## src/rtl/udmon_pkg.sv

```systemverilog
// udmon_pkg -- shared types and constants for the up/down counter monitor.
//   udmon_state_e : monitor tracking state (UNSYNC / ACQUIRE / LOCKED)
//   udmon_step_e  : classification of one observed count step
//   ERR_CNT_W     : width of the saturating error counter
//   RUN_W         : width of the consecutive-good-step counter (LOCK_N <= 15)
package udmon_pkg;

  localparam int ERR_CNT_W = 8;
  localparam int RUN_W     = 4;

  typedef enum logic [1:0] {
    UNSYNC  = 2'd0,
    ACQUIRE = 2'd1,
    LOCKED  = 2'd2
  } udmon_state_e;

  typedef enum logic [1:0] {
    UP      = 2'd0,
    DOWN    = 2'd1,
    HOLD    = 2'd2,
    ILLEGAL = 2'd3
  } udmon_step_e;

  // Saturating increment of the error counter; it sticks at all-ones.
  function automatic logic [ERR_CNT_W-1:0] err_sat_inc(input logic [ERR_CNT_W-1:0] v);
    logic [ERR_CNT_W-1:0] res;
    if (v == {ERR_CNT_W{1'b1}}) begin
      res = v;
    end else begin
      res = v + {{(ERR_CNT_W-1){1'b0}}, 1'b1};
    end
    return res;
  endfunction

endpackage

```

## src/rtl/udmon_step_classify.sv

```systemverilog
// udmon_step_classify -- combinational classification of one counter step.
// Ports:
//   i_prev  [WIDTH] : count value captured on the previous edge
//   i_count [WIDTH] : current count value
//   o_step          : UP (+1), DOWN (-1), HOLD (0) or ILLEGAL (anything else)
//   o_wrap          : step crossed the max<->0 boundary (legal steps only)
// With WIDTH=1, +1 and -1 are the same delta; it is reported as UP and the
// parent resolves the direction.
module udmon_step_classify
  import udmon_pkg::*;
#(
  parameter int WIDTH = 4
) (
  input  logic [WIDTH-1:0] i_prev,
  input  logic [WIDTH-1:0] i_count,
  output udmon_step_e      o_step,
  output logic             o_wrap
);

  logic [WIDTH-1:0] w_delta;
  logic [WIDTH-1:0] w_one;
  logic [WIDTH-1:0] w_max;
  logic [WIDTH-1:0] w_zero;

  assign w_delta = i_count - i_prev;
  assign w_one   = WIDTH'(1'b1);
  assign w_max   = {WIDTH{1'b1}};
  assign w_zero  = {WIDTH{1'b0}};

  // Decode the modular delta into a step class and flag boundary crossings.
  always_comb begin
    o_step = ILLEGAL;
    o_wrap = 1'b0;
    if (w_delta == w_one) begin
      o_step = UP;
      o_wrap = (i_count == w_zero);
    end else if (w_delta == w_max) begin
      o_step = DOWN;
      o_wrap = (i_count == w_max);
    end else if (w_delta == w_zero) begin
      o_step = HOLD;
      o_wrap = 1'b0;
    end else begin
      o_step = ILLEGAL;
      o_wrap = 1'b0;
    end
  end

endmodule

```

## src/rtl/updown_count_monitor.sv

```systemverilog
// updown_count_monitor -- watches an up/down counter and its direction command,
// classifies each step, and reports lock and error status.
// Ports:
//   clk, reset (async active-low)
//   count_in [WIDTH] : observed counter value;  upordown : 1=up, 0=down command
//   dir_up / dir_down : direction of the last classified step
//   wrap, step_err, dir_err : one-cycle event pulses
//   locked : LOCK_N consecutive conforming steps seen;  err_cnt [8] : saturating
// Build option: UDMON_STRICT_STEP_EN -- when defined, a hold (no change) while
// tracking counts as an illegal step instead of a legal stall.
module updown_count_monitor
  import udmon_pkg::*;
#(
  parameter int WIDTH  = 4,
  parameter int LOCK_N = 4
) (
  input  logic                 clk,
  input  logic                 reset,
  input  logic [WIDTH-1:0]     count_in,
  input  logic                 upordown,
  output logic                 dir_up,
  output logic                 dir_down,
  output logic                 wrap,
  output logic                 step_err,
  output logic                 dir_err,
  output logic                 locked,
  output logic [ERR_CNT_W-1:0] err_cnt
);

  udmon_state_e         r_state;
  logic [RUN_W-1:0]     r_run;
  logic [WIDTH-1:0]     r_prev;
  logic                 r_dir_q;
  logic                 r_dir_up;
  logic                 r_dir_down;
  logic                 r_wrap;
  logic                 r_step_err;
  logic                 r_dir_err;
  logic                 r_locked;
  logic [ERR_CNT_W-1:0] r_err_cnt;

  udmon_state_e         w_state_nxt;
  logic [RUN_W-1:0]     w_run_nxt;
  logic [RUN_W-1:0]     w_run_inc;
  logic                 w_dir_up_nxt;
  logic                 w_dir_down_nxt;
  logic                 w_wrap_nxt;
  logic                 w_step_err_nxt;
  logic                 w_dir_err_nxt;
  logic                 w_locked_nxt;
  logic [ERR_CNT_W-1:0] w_err_cnt_nxt;
  udmon_step_e          w_step;
  logic                 w_step_wrap;
  logic                 w_obs_up;
  logic                 w_obs_down;
  logic                 w_match;
  logic                 w_hold_bad;

  udmon_step_classify #(.WIDTH(WIDTH)) u_classify (
    .i_prev  (r_prev),
    .i_count (count_in),
    .o_step  (w_step),
    .o_wrap  (w_step_wrap)
  );

  // A 1-bit counter cannot tell +1 from -1, so the step is taken as the
  // commanded direction. The command is compared one edge late (r_dir_q)
  // because the observed counter reacts one edge after upordown changes.
  assign w_obs_up   = (WIDTH == 1) ? r_dir_q  : (w_step == UP);
  assign w_obs_down = (WIDTH == 1) ? ~r_dir_q : (w_step == DOWN);
  assign w_match    = (w_obs_up == r_dir_q);
  assign w_run_inc  = (r_run >= RUN_W'(LOCK_N)) ? r_run : r_run + RUN_W'(1'b1);

`ifdef UDMON_STRICT_STEP_EN
  assign w_hold_bad = (w_step == HOLD);
`else
  assign w_hold_bad = 1'b0;
`endif

  // Next-state and next-output decode for the tracking FSM.
  always_comb begin
    w_state_nxt    = r_state;
    w_run_nxt      = r_run;
    w_dir_up_nxt   = r_dir_up;
    w_dir_down_nxt = r_dir_down;
    w_wrap_nxt     = 1'b0;
    w_step_err_nxt = 1'b0;
    w_dir_err_nxt  = 1'b0;
    w_locked_nxt   = r_locked;
    w_err_cnt_nxt  = r_err_cnt;
    case (r_state)
      UNSYNC: begin
        // Only capture prev on this edge; nothing valid to compare against.
        w_state_nxt  = ACQUIRE;
        w_run_nxt    = {RUN_W{1'b0}};
        w_locked_nxt = 1'b0;
      end
      ACQUIRE, LOCKED: begin
        if ((w_step == ILLEGAL) || w_hold_bad) begin
          w_step_err_nxt = 1'b1;
          w_dir_up_nxt   = 1'b0;
          w_dir_down_nxt = 1'b0;
          w_state_nxt    = ACQUIRE;
          w_run_nxt      = {RUN_W{1'b0}};
          w_locked_nxt   = 1'b0;
          w_err_cnt_nxt  = err_sat_inc(r_err_cnt);
        end else if (w_step == HOLD) begin
          // Legal stall: keep everything as it was.
          w_state_nxt = r_state;
        end else if (w_match) begin
          w_dir_up_nxt   = w_obs_up;
          w_dir_down_nxt = w_obs_down;
          w_wrap_nxt     = w_step_wrap;
          w_run_nxt      = w_run_inc;
          if (w_run_inc >= RUN_W'(LOCK_N)) begin
            w_state_nxt  = LOCKED;
            w_locked_nxt = 1'b1;
          end else begin
            w_state_nxt  = ACQUIRE;
            w_locked_nxt = 1'b0;
          end
        end else begin
          w_dir_err_nxt  = 1'b1;
          w_dir_up_nxt   = w_obs_up;
          w_dir_down_nxt = w_obs_down;
          w_wrap_nxt     = w_step_wrap;
          w_state_nxt    = ACQUIRE;
          w_run_nxt      = {RUN_W{1'b0}};
          w_locked_nxt   = 1'b0;
          w_err_cnt_nxt  = err_sat_inc(r_err_cnt);
        end
      end
      default: begin
        w_state_nxt  = UNSYNC;
        w_run_nxt    = {RUN_W{1'b0}};
        w_locked_nxt = 1'b0;
      end
    endcase
  end

  // State, history and registered outputs.
  always_ff @(posedge clk or negedge reset) begin
    if (!reset) begin
      r_state    <= UNSYNC;
      r_run      <= {RUN_W{1'b0}};
      r_prev     <= {WIDTH{1'b0}};
      r_dir_q    <= 1'b0;
      r_dir_up   <= 1'b0;
      r_dir_down <= 1'b0;
      r_wrap     <= 1'b0;
      r_step_err <= 1'b0;
      r_dir_err  <= 1'b0;
      r_locked   <= 1'b0;
      r_err_cnt  <= {ERR_CNT_W{1'b0}};
    end else begin
      r_state    <= w_state_nxt;
      r_run      <= w_run_nxt;
      r_prev     <= count_in;
      r_dir_q    <= upordown;
      r_dir_up   <= w_dir_up_nxt;
      r_dir_down <= w_dir_down_nxt;
      r_wrap     <= w_wrap_nxt;
      r_step_err <= w_step_err_nxt;
      r_dir_err  <= w_dir_err_nxt;
      r_locked   <= w_locked_nxt;
      r_err_cnt  <= w_err_cnt_nxt;
    end
  end

  assign dir_up   = r_dir_up;
  assign dir_down = r_dir_down;
  assign wrap     = r_wrap;
  assign step_err = r_step_err;
  assign dir_err  = r_dir_err;
  assign locked   = r_locked;
  assign err_cnt  = r_err_cnt;

endmodule

```

## config.mk

```make
export PLATFORM = sky130hd
export DESIGN_NAME = updown_count_monitor
export DESIGN_NICKNAME = d
export VERILOG_FILES = /design/src/rtl/udmon_pkg.sv /design/src/rtl/udmon_step_classify.sv /design/src/rtl/updown_count_monitor.sv
export SDC_FILE = /design/constraint.sdc
export NUM_CORES = 1
export LEC_CHECK = 0
export ABC_AREA = 1
export BUFFER_PORTS_ARGS = -buffer_cell sky130_fd_sc_hd__buf_2
export CAP_MARGIN = 10
export CORE_ASPECT_RATIO = 1.5
export CORE_MARGIN = 1.5
export CORE_UTILIZATION = 55
export CTS_CLUSTER_SIZE = 20
export DETAILED_ROUTE_END_ITERATION = 10
export PLACE_DENSITY = 0.78
export SLEW_MARGIN = 15
export SYNTH_ARGS = -nofsm -noshare
export SYNTH_HDL_FRONTEND = slang
export SYNTH_HIERARCHICAL = 1
export SYNTH_SLANG_ARGS = --single-unit
```

## constraint.sdc

```tcl
create_clock -name clk -period 3 [get_ports clk]
set_input_delay 0.3 -clock clk [delete_from_list [all_inputs] [get_ports clk]]
set_output_delay 0.3 -clock clk [all_outputs]
set_load 0.05 [all_outputs]
```

==> results.py <==
metrics = {
    "worst_setup_path": {
        "end_kind": "flip-flop",
        "cp.arrival_ps": 2840,
        "path_max_fanout": 6,
        "start_kind": "flip-flop",
        "critical_path_class": "flip-flop to flip-flop",
        "required_ps": 3260,
    },
    "power_and_ir_drop": {
        "vdd_ir_drop_max_uv": 371,
        "power_leakage_nw": 0.835,
        "p_total_mw": 1.10,
        "power_density_nw_per_um2": 735,
    },
    "layout": {
        "diodes": 0,
        "instances_no_fill": 212,
        "seqCellArea_um2": 626,
        "drive_above_1_share_pct": 14.8,
        "n_fill_cell": 186,
        "nets": 205,
        "area_growth_pct": 12.2,
        "multi_input_area_um2": 598,
    },
    "yosys": {
        "netlist_instances": 164,
        "synth_cell_types": 21,
        "synth.most_common_cell": "nand2_1",
        "ys_async_sr_fraction_pct": 100,
        "yosysSeqAreaShare_pct": 46.8,
        "synth_edf_count": 0,
        "synth_ff_type": "dfrtp_1",
        "yosys-top-cells-area": "dfrtp_1 (47%), nand2_1 (13%), inv_1 (7.3%)",
        "synth_warnings": 6,
        "synth.largest_area_cell": "dfrtp_1",
        "syn_area_um2": 1340,
        "synth_common_cells": "nand2_1 (46), inv_1 (26), dfrtp_1 (25)",
        "yosys_register_bits": 25,
        "syn-num-nets": 179,
        "yosys.area.top_type_share_pct": 46.8,
        "avgSynthCellArea_um2": 8.15,
    },
    "run": {
        "cap_violations": 0,
    },
    "timing": {
        "skew_ps": 1.90,
        "relSlewSlack_pct": 63.5,
        "rsz0062_at_grt": "false",
        "setup_ws_ps": 419,
        "setup_violations": 0,
        "hold_viol_final": 0,
        "worst_pin_slew_ps": 547,
        "layout_min_cycle_time_ps": 2580,
        "setup_tns_ps": 0,
        "fmax_mhz": 387,
        "slew_viol_final": 0,
        "fin_crit_sh_pct": 86.0,
        "worst_hold_slack_ps": 66.1,
    },
    "global_routing": {
        "antenna_found_initial": 0,
        "first_global_vias": 1091,
        "grt_pass1_wl_um": 4440,
        "grt_overflow": 0,
        "grtUsageTotal_pct": 21.0,
        "grt_max_degree": 26,
    },
    "route": {
        "dr.pass1.iters": 4,
        "routed_via_density": 5.28,
        "ant_nets": 0,
        "wl_um": 2470,
        "post_drt_wl_per_cell_um": 11.7,
        "num_vias": 1119,
        "drtIter0Drc": 27,
        "drcViolationCount": 0,
    },
    "die": {
        "io_pins": 21,
        "initial_utilization_pct": 59.1,
        "fp.dieArea_um2": 2740,
        "rows": 21,
        "core-area_um2": 2260,
        "die_h_um": 63.4,
        "die_width_um": 43.2,
    },
    "place": {
        "placed_cells": 207,
        "dp_slack_ps": 324,
        "io_buffers": 20,
        "dp_hpwl_um": 1940,
        "globalplace.congestion": 0.810,
    },
    "clock_tree": {
        "clock_sinks": 25,
        "clockBufferDepth": 2,
        "cts_setup_buffers": 0,
        "clock_latency_ps": 330,
        "clock-root-buffer": "clkbuf_4",
        "clk_pin_slew_worst_paths_ps": 130,
        "cts.htree.levels": 1,
        "cts_tree": "yes",
        "numCtsBuffers": 3,
        "cts_resized": 0,
    },
    "status": {
        "status": "complete, no violations",
    },
    "min_path": {
        "hold_path.class": "primary input to flip-flop",
    },
}
## metrics by stage
stage	utilization [%]	instance area (um^2)
5_1_grt	66.3	1500
3_3_place_gp	64.7	1460
3_5_place_dp	64.7	1460
2_1_floorplan	-	1340
4_1_cts	66.3	1500
6_report	66.3	1500
## worst max-delay path, cell delays in order (launching register included)
cell     delay [ps]
dfrtp_1         360
ha_1            140
inv_1            60
fa_1            510
inv_1            70
nor3_1          270
nand2_1          90
nand2_1          70
inv_1            60
o21ai_0         280
nand3_1         110
nand3_1         170
buf_4           180
nand2_1          50
o21ai_0          70
## layout make-up
class / count / area share, %
multi-input cells: 111 / 39.9
repair buffers: 22 / 7.85
flip-flops and latches: 25 / 41.7
clock buffers: 3 / 1.50
clock inverters: 1 / 0.334
well taps: 23 / 1.92
inverters: 27 / 6.76
## path summary, 6_finish.rpt
| path | startpoint | to | slack, ps | cells past startpoint |
|---|---|---|---|---|
| max in group asynchronous | reset | r_prev[2] | 2170 | 2 |
| min in group asynchronous | reset | r_run[1] | 470 | 2 |
| max | r_prev[0] | err_cnt[5] | 420 | 14 |
| min reg2reg | locked | locked | 490 | 2 |
| min | upordown | r_dir_q | 70 | 1 |
| max reg2reg | r_prev[0] | err_cnt[5] | 420 | 14 |
## placed cells by master (no fill, tap or decap), drive strengths merged
cell	count
nand2	47
inv	27
dfrtp	25
buf	21
nor2	14
nand3	11
ha	7
o21ai	7
xnor2	6
a21oi	4
xor2	3
clkbuf	3
nor3	3
o22ai	2
nand4	2
or2	2
and2	1
mux2i	1
clkinv	1
dlygate4sd3	1
fa	1
## per-layer routing
metal  track usage [%]  share of wire [%]
met5                 0                  0
met4              10.2                2.3
met3              1.72                3.6
met2              37.5                 53
met1              24.3                 41
## repair_timing
| action | 4_1_cts | 5_1_grt |
|---|---|---|
| hold buffers | 1 | 0 |
| endpoints found under the setup margin | 0 | 0 |
| endpoints found under the hold margin | 25 | 0 |
## cell families after synthesis
group	Yosys count	share of synthesized area, %
mux	1	0.749
flops	25	46.8
simple gates	80	25.0
fa+ha+maj	8	8.05
xor+xnor	9	5.90
buf+inv	28	8.43
compound gates	13	5.06
## power by group
group / total [mW] / leakage (nW) / internal, mW / switching (mW)
logic: 0.498 / 0.495 / 0.141 / 0.357
registers: 0.451 / 0.322 / 0.398 / 0.0533
clock network: 0.153 / 0.0177 / 0.0502 / 0.103
## registers in the layout (all words and copies together), names as in the netlist
register and cells:
locked 1, dir_up 1, err_cnt 8, dir_err 1, r_prev 4, r_state 2
wrap 1, dir_down 1, step_err 1, r_dir_q 1, r_run 4
(Power assumes the default switching activity.)
